===== config.mk =====
export PLATFORM = sky130hd
export DESIGN_NAME = dmem_access_ctrl
export DESIGN_NICKNAME = d
export VERILOG_FILES = /design/src/rtl/dmem_access_ctrl.sv
export SDC_FILE = /design/constraint.sdc
export NUM_CORES = 1
export LEC_CHECK = 0
export BUFFER_PORTS_ARGS = -buffer_cell sky130_fd_sc_hd__buf_2
export CAP_MARGIN = 10
export CORE_UTILIZATION = 40
export CTS_CLUSTER_DIAMETER = 100
export DETAILED_ROUTE_END_ITERATION = 8
export PLACE_DENSITY = 0.81
export SLEW_MARGIN = 10
export SYNTH_ARGS = -nofsm -noshare
export SYNTH_HDL_FRONTEND = slang
export SYNTH_SLANG_ARGS = --single-unit
export TNS_END_PERCENT = 10

===== constraint.sdc =====
create_clock -name clk -period 2.3 [get_ports clk]
set_clock_uncertainty 0.2 [all_clocks]
set_input_delay 0.46 -clock clk [delete_from_list [all_inputs] [get_ports clk]]
set_output_delay 0.46 -clock clk [all_outputs]
set_load 0.02 [all_outputs]

===== src/rtl/dmem_access_ctrl.sv =====
// MEM-stage data cache access controller: registers one access, holds it until the cache
// responds or times out, stalls the pipeline meanwhile and keeps saturating perf counters.
module dmem_access_ctrl #(
    parameter int unsigned MAX_WAIT = 64,
    parameter int unsigned CNT_W    = 32
) (
    input  logic             clk,
    input  logic             rst,
    input  logic             pipe_valid,
    input  logic             req_read,
    input  logic             req_write,
    input  logic [31:0]      req_addr,
    input  logic [31:0]      req_wdata,
    input  logic [3:0]       req_byte_enable,
    input  logic             mem_resp,
    input  logic [31:0]      mem_rdata,
    output logic             mem_read,
    output logic             mem_write,
    output logic [31:0]      mem_address,
    output logic [31:0]      mem_wdata,
    output logic [3:0]       mem_byte_enable,
    output logic             stall_mem,
    output logic [31:0]      rdata_out,
    output logic             rdata_valid,
    output logic             err_both,
    output logic             err_timeout,
    output logic [CNT_W-1:0] load_cnt,
    output logic [CNT_W-1:0] store_cnt,
    output logic [CNT_W-1:0] stall_cnt
);

    localparam int unsigned WaitW = (MAX_WAIT > 1) ? $clog2(MAX_WAIT) : 1;
    localparam logic [WaitW-1:0] WaitLast = WaitW'(MAX_WAIT - 1);
    localparam logic [WaitW-1:0] WaitOne  = {{(WaitW-1){1'b0}}, 1'b1};
    localparam logic [CNT_W-1:0] CntMax   = '1;
    localparam logic [CNT_W-1:0] CntOne   = {{(CNT_W-1){1'b0}}, 1'b1};

    typedef enum logic [1:0] {StIdle, StBusy, StDone} state_e;

    state_e           state_q;
    logic             mem_read_q, mem_write_q;
    logic [31:0]      mem_address_q, mem_wdata_q, rdata_out_q;
    logic [3:0]       mem_byte_enable_q;
    logic             rdata_valid_q, err_both_q, err_timeout_q;
    logic             is_load_q;
    logic [WaitW-1:0] wait_q;
    logic [CNT_W-1:0] load_cnt_q, store_cnt_q, stall_cnt_q;

    logic new_req, conflict;

    assign new_req   = pipe_valid & (req_read ^ req_write);
    assign conflict  = pipe_valid & req_read & req_write;
    // Stall starts combinationally in the issue cycle so EX/MEM holds the issuing instruction.
    assign stall_mem = (state_q == StBusy) | ((state_q == StIdle) & new_req);

    always_ff @(posedge clk) begin
        if (rst) begin
            state_q           <= StIdle;
            mem_read_q        <= 1'b0;
            mem_write_q       <= 1'b0;
            mem_address_q     <= 32'h0;
            mem_wdata_q       <= 32'h0;
            mem_byte_enable_q <= 4'b0000;
            rdata_out_q       <= 32'h0;
            rdata_valid_q     <= 1'b0;
            err_both_q        <= 1'b0;
            err_timeout_q     <= 1'b0;
            is_load_q         <= 1'b0;
            wait_q            <= '0;
            load_cnt_q        <= '0;
            store_cnt_q       <= '0;
            stall_cnt_q       <= '0;
        end else begin
            rdata_valid_q <= 1'b0;
            if (stall_mem && (stall_cnt_q != CntMax)) begin
                stall_cnt_q <= stall_cnt_q + CntOne;
            end
            unique case (state_q)
                StIdle: begin
                    if (new_req) begin
                        mem_read_q        <= req_read;
                        mem_write_q       <= req_write;
                        mem_address_q     <= req_addr;
                        mem_wdata_q       <= req_wdata;
                        mem_byte_enable_q <= req_byte_enable;
                        is_load_q         <= req_read;
                        wait_q            <= '0;
                        state_q           <= StBusy;
                    end else if (conflict) begin
                        err_both_q <= 1'b1;
                    end
                end
                StBusy: begin
                    wait_q <= wait_q + WaitOne;
                    if (mem_resp) begin
                        if (is_load_q) begin
                            rdata_out_q   <= mem_rdata;
                            rdata_valid_q <= 1'b1;
                        end
                        mem_read_q  <= 1'b0;
                        mem_write_q <= 1'b0;
                        state_q     <= StDone;
                    end else if (wait_q == WaitLast) begin
                        // Abandoned access: zeroed data is handed back for loads.
                        mem_read_q    <= 1'b0;
                        mem_write_q   <= 1'b0;
                        err_timeout_q <= 1'b1;
                        rdata_out_q   <= 32'h0;
                        rdata_valid_q <= is_load_q;
                        state_q       <= StDone;
                    end
                end
                StDone: begin
                    if (is_load_q) begin
                        if (load_cnt_q != CntMax) load_cnt_q <= load_cnt_q + CntOne;
                    end else begin
                        if (store_cnt_q != CntMax) store_cnt_q <= store_cnt_q + CntOne;
                    end
                    state_q <= StIdle;
                end
                default: state_q <= StIdle;
            endcase
        end
    end

    assign mem_read        = mem_read_q;
    assign mem_write       = mem_write_q;
    assign mem_address     = mem_address_q;
    assign mem_wdata       = mem_wdata_q;
    assign mem_byte_enable = mem_byte_enable_q;
    assign rdata_out       = rdata_out_q;
    assign rdata_valid     = rdata_valid_q;
    assign err_both        = err_both_q;
    assign err_timeout     = err_timeout_q;
    assign load_cnt        = load_cnt_q;
    assign store_cnt       = store_cnt_q;
    assign stall_cnt       = stall_cnt_q;

endmodule


==> flow_summary.json, run 1 <==
{
  "status": "finished, final reports clean",
  "synth_xor_xnor_area_share": 0.01093,
  "relSlewSlack": 0.6578,
  "clock-root-buffer": "clkbuf_16",
  "timing.hold.ws_ns": 0.05364,
  "async_reset_ff_frac": 0,
  "reg2reg_depth": 7,
  "vias": 10040,
  "finalMaxSlewViolations": 0,
  "synth_top_family_by_area": "simple AND/OR/NAND/NOR gates",
  "io_buffers": 307,
  "holdPathStages": 2,
  "synth.distinct_cells": 50,
  "period_share": 0.9884,
  "max-cap-violations": 0,
  "hold_viol": 0,
  "worstHoldPathType": "in -> reg",
  "end_kind": "output port",
  "hold_end": "rdata_out[4]",
  "finalSetupTns_ns": 0,
  "r2r_start": "state_q[0]",
  "coreArea_mm2": 0.02129,
  "multiInputGateArea_mm2": 0.004378,
  "power_density_mw_per_mm2": 679.7,
  "drcViolationCount": 0,
  "grt_pass1_vias": 9907,
  "path_clk_slew_ns": 0.06,
  "grt_pass1_wl_mm": 47.82,
  "setup_viol": 0,
  "p_leak_nw": 5.603,
  "rrSetupSlack_ns": 0.10,
  "synth_edf_count": 0,
  "worst_pin_slew_ns": 0.5004,
  "postSynthAreaPerCell_um2": 8.420,
  "synth_cells": 1047,
  "cp_max_fo": 6,
  "clockBufferDepth": 3,
  "first_iter_violations": 564,
  "ys_top_cells_by_count": "dfxtp_1, nand2_1, a21oi_1",
  "rsz0062_at_grt": "true",
  "ir_drop_mv": 0.5512,
  "grt_usage": 0.2585,
  "rows": 53,
  "synth_flop_cell": "dfxtp_1",
  "areaGrowthSynthToFinish_pct": 50.27,
  "wire_per_inst_um": 16.79,
  "drive_above_1_share": 0.3270,
  "power_mw": 9.005,
  "drtAntennaViolNets": 0,
  "worstHoldStart": "mem_rdata[4]",
  "design_area_mm2": 0.01325,
  "yosys.area_share.simple": 0.2672,
  "clk_latency_ns": 0.52,
  "ys_seq_elements": 210,
  "syn_nets": 1157,
  "start_util": 0.4142,
  "fin_util": 0.6223,
  "finalWeightedCongestion": 0.8619,
  "vias_per_cell": 5.559,
  "r2r-end": "store_cnt[19]",
  "worst_slack_ns": 0.02665,
  "dieArea_mm2": 0.02264,
  "ys.warnings.count": 0,
  "wirelength_mm": 30.31,
  "post_synth_fa_ha_maj_area_fraction": 0.005677,
  "ys_seq_area_frac": 0.4769,
  "antenna_found_initial": 2,
  "final-seq-area_mm2": 0.004217,
  "placedCellCount": 1658,
  "cts_tree": "done",
  "post-dp-hpwl_mm": 19.10,
  "grt_max_degree": 73,
  "cts.htree.levels": 1,
  "synth_compound_area_frac": 0.1831,
  "synth_top_area_share": 0.4769,
  "fp.dieW_um": 150.5,
  "criticalPathCategory": "reg -> out",
  "cts_num_sinks": 210,
  "syn_area_mm2": 0.008816,
  "cts_buffers": 25,
  "post-place-ws_ns": -0.2443,
  "overflow": 0,
  "synthTopCellsByArea": "dfxtp_1, a21oi_1, nand2_1, a22o_1, or3_1",
  "synthMuxAreaShare": 0.02015,
  "arrival_ns": 1.61,
  "stdcell_count": 1806,
  "synth.most_common_cell": "dfxtp_1",
  "fin_crit_ns": 2.273,
  "final_nets": 1620,
  "top_level_ports": 308,
  "dieHeight_um": 150.5,
  "required_ns": 1.64,
  "yosys.area.top_type": "dfxtp_1",
  "fmax_ghz": 0.4399,
  "placed_area_mm2": 0.01125,
  "firstDrtPassIters": 6,
  "cp-start-kind": "flop",
  "fill_cells": 1679
}
## what timing repair did
item | 4_1_cts | 5_1_grt
endpoints found under the setup margin | 1 | 36
endpoints found under the hold margin | 98 | 0
pin swaps | 0 | 3
resized for setup | 6 | 17
gates cloned | 0 | 0
hold buffers | 98 | 0
setup buffers | 2 | 0
## how the worst max path moves through the flow
stage | startpoint | slack [ns] | depth (start not counted) | to
finish | state_q[1] | 0.03 | 5 | stall_mem
global route | state_q[1] | -0.03 | 5 | stall_mem
CTS | state_q[0] | 0.03 | 5 | stall_mem
detailed placement | req_read | -0.24 | 7 | stall_cnt[7]
global placement | req_read | -0.15 | 7 | stall_cnt[7]
floorplan | store_cnt[6] | 0.01 | 6 | store_cnt[19]
## cells by family (layout without fill, tap and decap cells)
logic type,after synthesis,in the layout
and+or+nand+nor,458,458
AOI/OAI and AO/OA,267,267
buffers and inverters,81,563
xor gates and xnor gates,11,11
DFF,210,210
adders and majority gates,4,4
muxes,16,16
other,0,2
## sequential cells by signal, indices dropped and copies added, names as in the netlist
name / count
stall_cnt: 32
state_q: 2
is_load_q: 1
wait_q: 6
mem_byte_enable: 4
mem_address: 32
rdata_valid: 1
mem_read: 1
mem_wdata: 32
mem_write: 1
store_cnt: 32
rdata_out: 32
load_cnt: 32
err_both: 1
err_timeout: 1
## final cells by class
cell class | count | share of cell area
clock buffer | 27 | 0.04855
tap | 275 | 0.02597
multi-input combinational | 756 | 0.3305
timing repair buffer | 503 | 0.2517
antenna | 2 | 0.0003778
inverter | 14 | 0.003967
sequential | 210 | 0.3183
clock inverter | 19 | 0.02068
## worst max-delay path, cell delays in order (launching register included)
cell     delay [ns]
dfxtp_2        0.38
inv_1          0.12
a31oi_4        0.21
inv_2          0.09
buf_4          0.14
buf_2          0.15
## routing by layer
metal	vias up	GRT usage	routed length (um)
li1	4728	-	-
met1	4709	0.2999	11520
met2	488	0.4498	15110
met3	115	0.05424	2348
met4	0	0.1268	1334
met5	-	0	0
## layout by cell type (no fill, tap or decap), types with 16 or more instances in the layout
cell type / Yosys / final
dlygate4sd3_1: 0 / 98
o31ai_1: 27 / 27
nor2b_1: 17 / 16
nand3_1: 38 / 38
clkbuf_16: 0 / 25
nand4_1: 31 / 31
or4_1: 27 / 27
buf_4: 0 / 92
nand2_1: 182 / 180
buf_2: 11 / 306
a21oi_1: 139 / 139
or3_1: 44 / 44
o21ai_0: 41 / 41
a22o_1: 34 / 34
nor2_1: 46 / 45
dfxtp_1: 210 / 204
## where the power goes
group	leakage [nW]	switching, mW	internal (mW)	total (mW)
Clock	0.439	1.67	2.72	4.39
Combinational	3.46	0.477	0.368	0.845
Sequential	1.70	0.0516	3.72	3.77
Power figures use the tool's default switching activity.
==> run 2: changes to the inputs <==
--- a/config.mk
+++ b/config.mk
@@ -10,7 +10,7 @@
 export CORE_UTILIZATION = 40
 export CTS_CLUSTER_DIAMETER = 100
 export DETAILED_ROUTE_END_ITERATION = 8
-export PLACE_DENSITY = 0.81
+export PLACE_DENSITY = 0.78
 export SLEW_MARGIN = 10
 export SYNTH_ARGS = -nofsm -noshare
 export SYNTH_HDL_FRONTEND = slang
==> constraint.sdc (replaced) <==
create_clock -name clk -period 2.17 [get_ports clk]
set_clock_uncertainty 0.2 [all_clocks]
set_input_delay 0.434 -clock clk [delete_from_list [all_inputs] [get_ports clk]]
set_output_delay 0.434 -clock clk [all_outputs]
set_load 0.02 [all_outputs]
==> run 2 against run 1 <==
Against the previous run: final cell count up 1.4%; power about the same; setup slack worse by 0.014 ns; core utilization up 1.2 points; first-iteration DRC count down 16%; global-route usage down 0.052 points; cell area up 1.9%; clock-buffer cell count up 4; wire length up 0.65%; critical endpoint is now store_cnt[31]; largest power group unchanged.
==> flow_summary.json, run 2 (same netlist as run 1, synthesis figures left out) <==
{
  "status": "finished, final reports clean",
  "period_share": 0.9940,
  "wirelength_mm": 30.51,
  "ir_drop_mv": 0.5554,
  "fill_cells": 1681,
  "drcViolationCount": 0,
  "rows": 53,
  "antenna_found_initial": 2,
  "placedCellCount": 1680,
  "post-place-ws_ns": -0.3071,
  "first_iter_violations": 475,
  "drtAntennaViolNets": 0,
  "grt_pass1_vias": 9681,
  "worst_pin_slew_ns": 0.4746,
  "drive_above_1_share": 0.3627,
  "rsz0062_at_grt": "true",
  "placed_area_mm2": 0.01147,
  "r2r-end": "store_cnt[31]",
  "firstDrtPassIters": 5,
  "grt_usage": 0.2580,
  "final_nets": 1647,
  "wire_per_inst_um": 16.66,
  "switching_share": 0.2536,
  "layout_common_cells": "buf_2, nand2_1, dfxtp_1, a21oi_1, buf_4",
  "post-dp-hpwl_mm": 19.22,
  "fin_crit_ns": 2.157,
  "fmax_ghz": 0.4636,
  "clockBufferDepth": 3,
  "cts.htree.levels": 1,
  "dieHeight_um": 150.5,
  "clockPowerShare": 0.454,
  "arrival_ns": 2.40,
  "cts_num_sinks": 210,
  "dieArea_mm2": 0.02264,
  "grt_pass1_wl_mm": 47.48,
  "stdcell_count": 1832,
  "max-cap-violations": 0,
  "relSlewSlack": 0.6754,
  "hold_viol": 0,
  "criticalPathCategory": "reg -> reg",
  "overflow": 0,
  "reg2reg_depth": 7,
  "crit_start": "state_q[0]",
  "r2r_start": "state_q[0]",
  "io_buffers": 307,
  "p_leak_nw": 5.742,
  "cp-endpoint": "store_cnt[31]",
  "vias_per_cell": 5.504,
  "fp.dieW_um": 150.5,
  "clock-root-buffer": "clkbuf_16",
  "p_int_mw": 6.717,
  "power_density_mw_per_mm2": 666.5,
  "path_clk_slew_ns": 0.06,
  "areaGrowthSynthToFinish_pct": 53.15,
  "required_ns": 2.42,
  "coreArea_mm2": 0.02129,
  "start_util": 0.4142,
  "pwr-share-comb": 0.102,
  "finalWeightedCongestion": 0.8555,
  "clk_latency_ns": 0.52,
  "vias": 10083,
  "rrSetupSlack_ns": 0.01,
  "pwr-share-seq": 0.444,
  "setup_viol": 0,
  "cp_max_fo": 7,
  "switchingPower_mw": 2.282,
  "top_level_ports": 308,
  "cts_buffers": 25,
  "design_area_mm2": 0.01350,
  "cp-start-kind": "flop",
  "finalMaxSlewViolations": 0,
  "grt_max_degree": 68,
  "mostFrequentLayoutCell": "buf_2",
  "end_kind": "flop",
  "cts_tree": "done",
  "worstHoldPathType": "in -> reg",
  "worst_slack_ns": 0.01306
}
## run 2: changes by cell type in the layout (fill, tap and decap cells not counted), sizes merged
cell	before	now
dlygate4sd3	98	101
inv	17	15
clkbuf	27	31
clkinvlp	4	7
buf	405	429
clkinv	6	5
bufinv	6	1
## run 2: repair_timing
action	4_1_cts	5_1_grt
hold buffers	101	0
buffers inserted	2	2
hold endpoints to repair	105	0
gates cloned	0	0
gates resized for setup	10	35
endpoints found under the setup margin	10	70
pin swaps	0	7
## run 2: through the flow
step	util	hold WS [ns]	setup TNS, ns	total power [mW]
6_report	0.6343	0.08935	0	8.999
5_1_grt	0.6343	0.09356	-0.3445	9.294
4_1_cts	0.6265	0.06415	-0.06635	9.025
3_5_place_dp	0.5390	0.2429	-6.425	4.785
3_3_place_gp	0.5390	0.2384	-5.789	4.772
2_1_floorplan	-	0.2560	-0.5019	4.450
## run 2: worst min path at each step
stage / start / to / slack [ns] / cells past startpoint
2_1_floorplan: wait_q[2] / wait_q[2] / 0.26 / 2
3_3_place_gp: mem_address[19] / mem_address[19] / 0.24 / 2
3_5_place_dp: mem_byte_enable[0] / mem_byte_enable[0] / 0.24 / 2
4_1_cts: req_write / mem_write / 0.06 / 3
5_1_grt: req_write / mem_write / 0.09 / 3
6_report: req_write / mem_write / 0.09 / 3
## run 2: routing by layer
| metal | GRT usage | share of wire | vias up |
|---|---|---|---|
| li1 | - | - | 4780 |
| met1 | 0.3016 | 0.39 | 4809 |
| met2 | 0.4521 | 0.50 | 402 |
| met3 | 0.05727 | 0.069 | 92 |
| met4 | 0.1081 | 0.037 | 0 |
| met5 | 0 | 0 | - |
## run 2: power by group through the flow
stage               combinational, mW  clock [mW]  sequential, mW
CTS                             0.872        4.16            3.99
floorplan                       0.265           0            4.18
global route                    0.977        4.31            4.00
global placement                0.702           0            4.07
detailed placement              0.712           0            4.07
finish                          0.914        4.09            4.00
## run 2: cell type report
type | instances | area [um2] | area share
Antenna cell | 2 | 5.005 | 0.0003707
Clock buffer | 31 | 688.2 | 0.05097
Clock inverter | 14 | 116.4 | 0.008618
Inverter | 14 | 55.05 | 0.004077
Multi-Input combinational cell | 756 | 4471 | 0.3311
Sequential cell | 210 | 4264 | 0.3158
Tap cell | 275 | 344.1 | 0.02548
Timing Repair Buffer | 530 | 3558 | 0.2636
## run 2: worst max-delay path, cell delays in order, from the launching register on
cell	delay [ns]
dfxtp_4	0.34
buf_4	0.15
nor3b_2	0.15
buf_4	0.17
nand4_1	0.16
or3_1	0.37
or4_1	0.40
a21oi_1	0.16
==> run 3: changes to the inputs <==
--- a/config.mk
+++ b/config.mk
@@ -10,6 +10,7 @@
 export CORE_UTILIZATION = 40
 export CTS_CLUSTER_DIAMETER = 100
 export DETAILED_ROUTE_END_ITERATION = 8
+export GPL_TIMING_DRIVEN = 0
 export PLACE_DENSITY = 0.78
 export SLEW_MARGIN = 10
 export SYNTH_ARGS = -nofsm -noshare
==> constraint.sdc (replaced) <==
create_clock -name clk -period 2.3 [get_ports clk]
set_clock_uncertainty 0.2 [all_clocks]
set_input_delay 0.46 -clock clk [delete_from_list [all_inputs] [get_ports clk]]
set_output_delay 0.46 -clock clk [all_outputs]
set_load 0.02 [all_outputs]
==> run 3 against run 2 <==
Against the previous run: the flow now finishes with violations (setup timing); non-clock buffer count fell by 46; clock-buffer cell count rose by 5; final cell count fell by 2.7%; core utilization down 2.7 points; setup slack got worse by 0.026 ns; critical path depth fell by 1; largest cell class unchanged; worst hold slack got worse by 0.056 ns; first-iteration DRC count rose by 2.9%; sequential share of layout area up 1.6 points.
==> flow_summary.json, run 3 (same netlist as run 1, synthesis figures left out) <==
{
  "grt_max_degree": 13,
  "top_level_ports": 308,
  "violations": "setup timing",
  "period_share": 1.006,
  "drcViolationCount": 0,
  "vias_per_cell": 5.605,
  "grt_pass1_wl_mm": 49.28,
  "end_kind": "flop",
  "max-cap-violations": 0,
  "cp-endpoint": "store_cnt[19]",
  "fill_cells": 1737,
  "worst_pin_slew_ns": 0.7920,
  "worst_slack_ns": -0.01331,
  "arrival_ns": 2.55,
  "hold_viol": 0,
  "cts.htree.levels": 1,
  "fmax_ghz": 0.4323,
  "rrSetupSlack_ns": -0.01,
  "final_nets": 1599,
  "p_leak_nw": 5.397,
  "fin_util": 0.6071,
  "power_mw": 8.134,
  "required_ns": 2.54,
  "antenna_found_initial": 1,
  "cts_buffers": 23,
  "vias": 9988,
  "finalSetupTns_ns": -0.01331,
  "clockBufferDepth": 3,
  "cts_tree": "done",
  "post-dp-hpwl_mm": 20.67,
  "clk_latency_ns": 0.51,
  "wire_per_inst_um": 18.19,
  "worstHoldPathType": "in -> reg",
  "coreArea_mm2": 0.02129,
  "power_density_mw_per_mm2": 629.4,
  "dieHeight_um": 150.5,
  "firstDrtPassIters": 5,
  "start_util": 0.4142,
  "cp-start-kind": "flop",
  "reg2reg_depth": 6,
  "fin_crit_ns": 2.313,
  "finalMaxSlewViolations": 0,
  "mostFrequentLayoutCell": "buf_2",
  "first_iter_violations": 489,
  "clock-root-buffer": "clkbuf_16",
  "r2r-end": "store_cnt[19]",
  "drive_above_1_share": 0.3211,
  "grt_usage": 0.2729,
  "grt_pass1_vias": 9485,
  "r2r_start": "store_cnt[8]",
  "io_buffers": 306,
  "layout_common_cells": "buf_2, nand2_1, dfxtp_1, a21oi_1, dlygate4sd3_1",
  "cts_num_sinks": 210,
  "dieArea_mm2": 0.02264,
  "finalWeightedCongestion": 0.8699,
  "rsz0062_at_grt": "true",
  "areaGrowthSynthToFinish_pct": 46.59,
  "overflow": 0,
  "crit_start": "store_cnt[8]",
  "rows": 53,
  "fp.dieW_um": 150.5,
  "cp_max_fo": 8,
  "criticalPathCategory": "reg -> reg",
  "path_clk_slew_ns": 0.06,
  "wirelength_mm": 32.42,
  "drtAntennaViolNets": 0,
  "status": "finished with violations",
  "relSlewSlack": 0.4720,
  "ir_drop_mv": 0.6090,
  "setup_viol": 1
}
==> run 3: cell count changes in the layout (fill, tap and decap cells not counted), sizes merged <==
cell,previous run,this run
buf,429,340
clkinvlp,7,1
diode,2,3
clkinv,5,2
clkbuf,31,83
bufinv,1,0
dlygate4sd3,101,97
==> run 3: timing repair <==
action / in CTS / in global routing
pin swaps: 7 / 14
hold buffers: 97 / 0
endpoints found under the hold margin: 97 / 0
resized for setup: 58 / 92
endpoints found under the setup margin: 122 / 134
setup buffers: 2 / 14
==> run 3: layer usage <==
metal / share of wire / GRT usage
met5: 0 / 0
met4: 0.042 / 0.1242
met3: 0.082 / 0.06364
met2: 0.49 / 0.4664
met1: 0.38 / 0.3230
==> run 3: worst min path at each step <==
stage	start	endpoint	slack, ns	cells past startpoint
after floorplan	wait_q[2]	wait_q[2]	0.26	2
final	req_addr[3]	mem_address[3]	0.03	3
after global placement	mem_wdata[30]	mem_wdata[30]	0.24	2
after CTS	req_addr[3]	mem_address[3]	0.007	3
after detailed placement	mem_address[31]	mem_address[31]	0.24	2
after global routing	req_addr[3]	mem_address[3]	0.01	3
==> run 3: where the power goes <==
group	internal, mW	switching [mW]
Clock	2.03	1.49
Sequential	3.71	0.0609
Combinational	0.339	0.496
==> run 3: final cells by class <==
class | count | area (um2) | area share
Multi-Input combinational cell | 756 | 4571 | 0.3537
Sequential cell | 210 | 4284 | 0.3315
Timing Repair Buffer | 419 | 2629 | 0.2034
Clock buffer | 36 | 684.4 | 0.05296
Tap cell | 275 | 344.1 | 0.02662
Buffer | 65 | 325.3 | 0.02517
Inverter | 14 | 52.55 | 0.004066
Clock inverter | 4 | 26.28 | 0.002033
Antenna cell | 3 | 7.507 | 0.0005809
==> run 3: stage by stage <==
stage	instances	cell area (um2)	hold WS, ns	setup WS, ns
floorplan	1047	8821	0.2560	0.01263
CTS	1766	12580	0.007415	-0.1399
finish	1782	12920	0.03286	-0.01331
global route	1780	12920	0.01061	-0.07965
detailed placement	1628	10700	0.2430	-0.7333
global placement	1628	10700	0.2390	-0.7394
==> run 3: critical path, cell delays in order, from the launching register on <==
cell,delay [ns]
dfxtp_4,0.39
nand4_4,0.14
or3_1,0.39
buf_2,0.17
or4_4,0.49
or3_4,0.34
a21oi_2,0.13
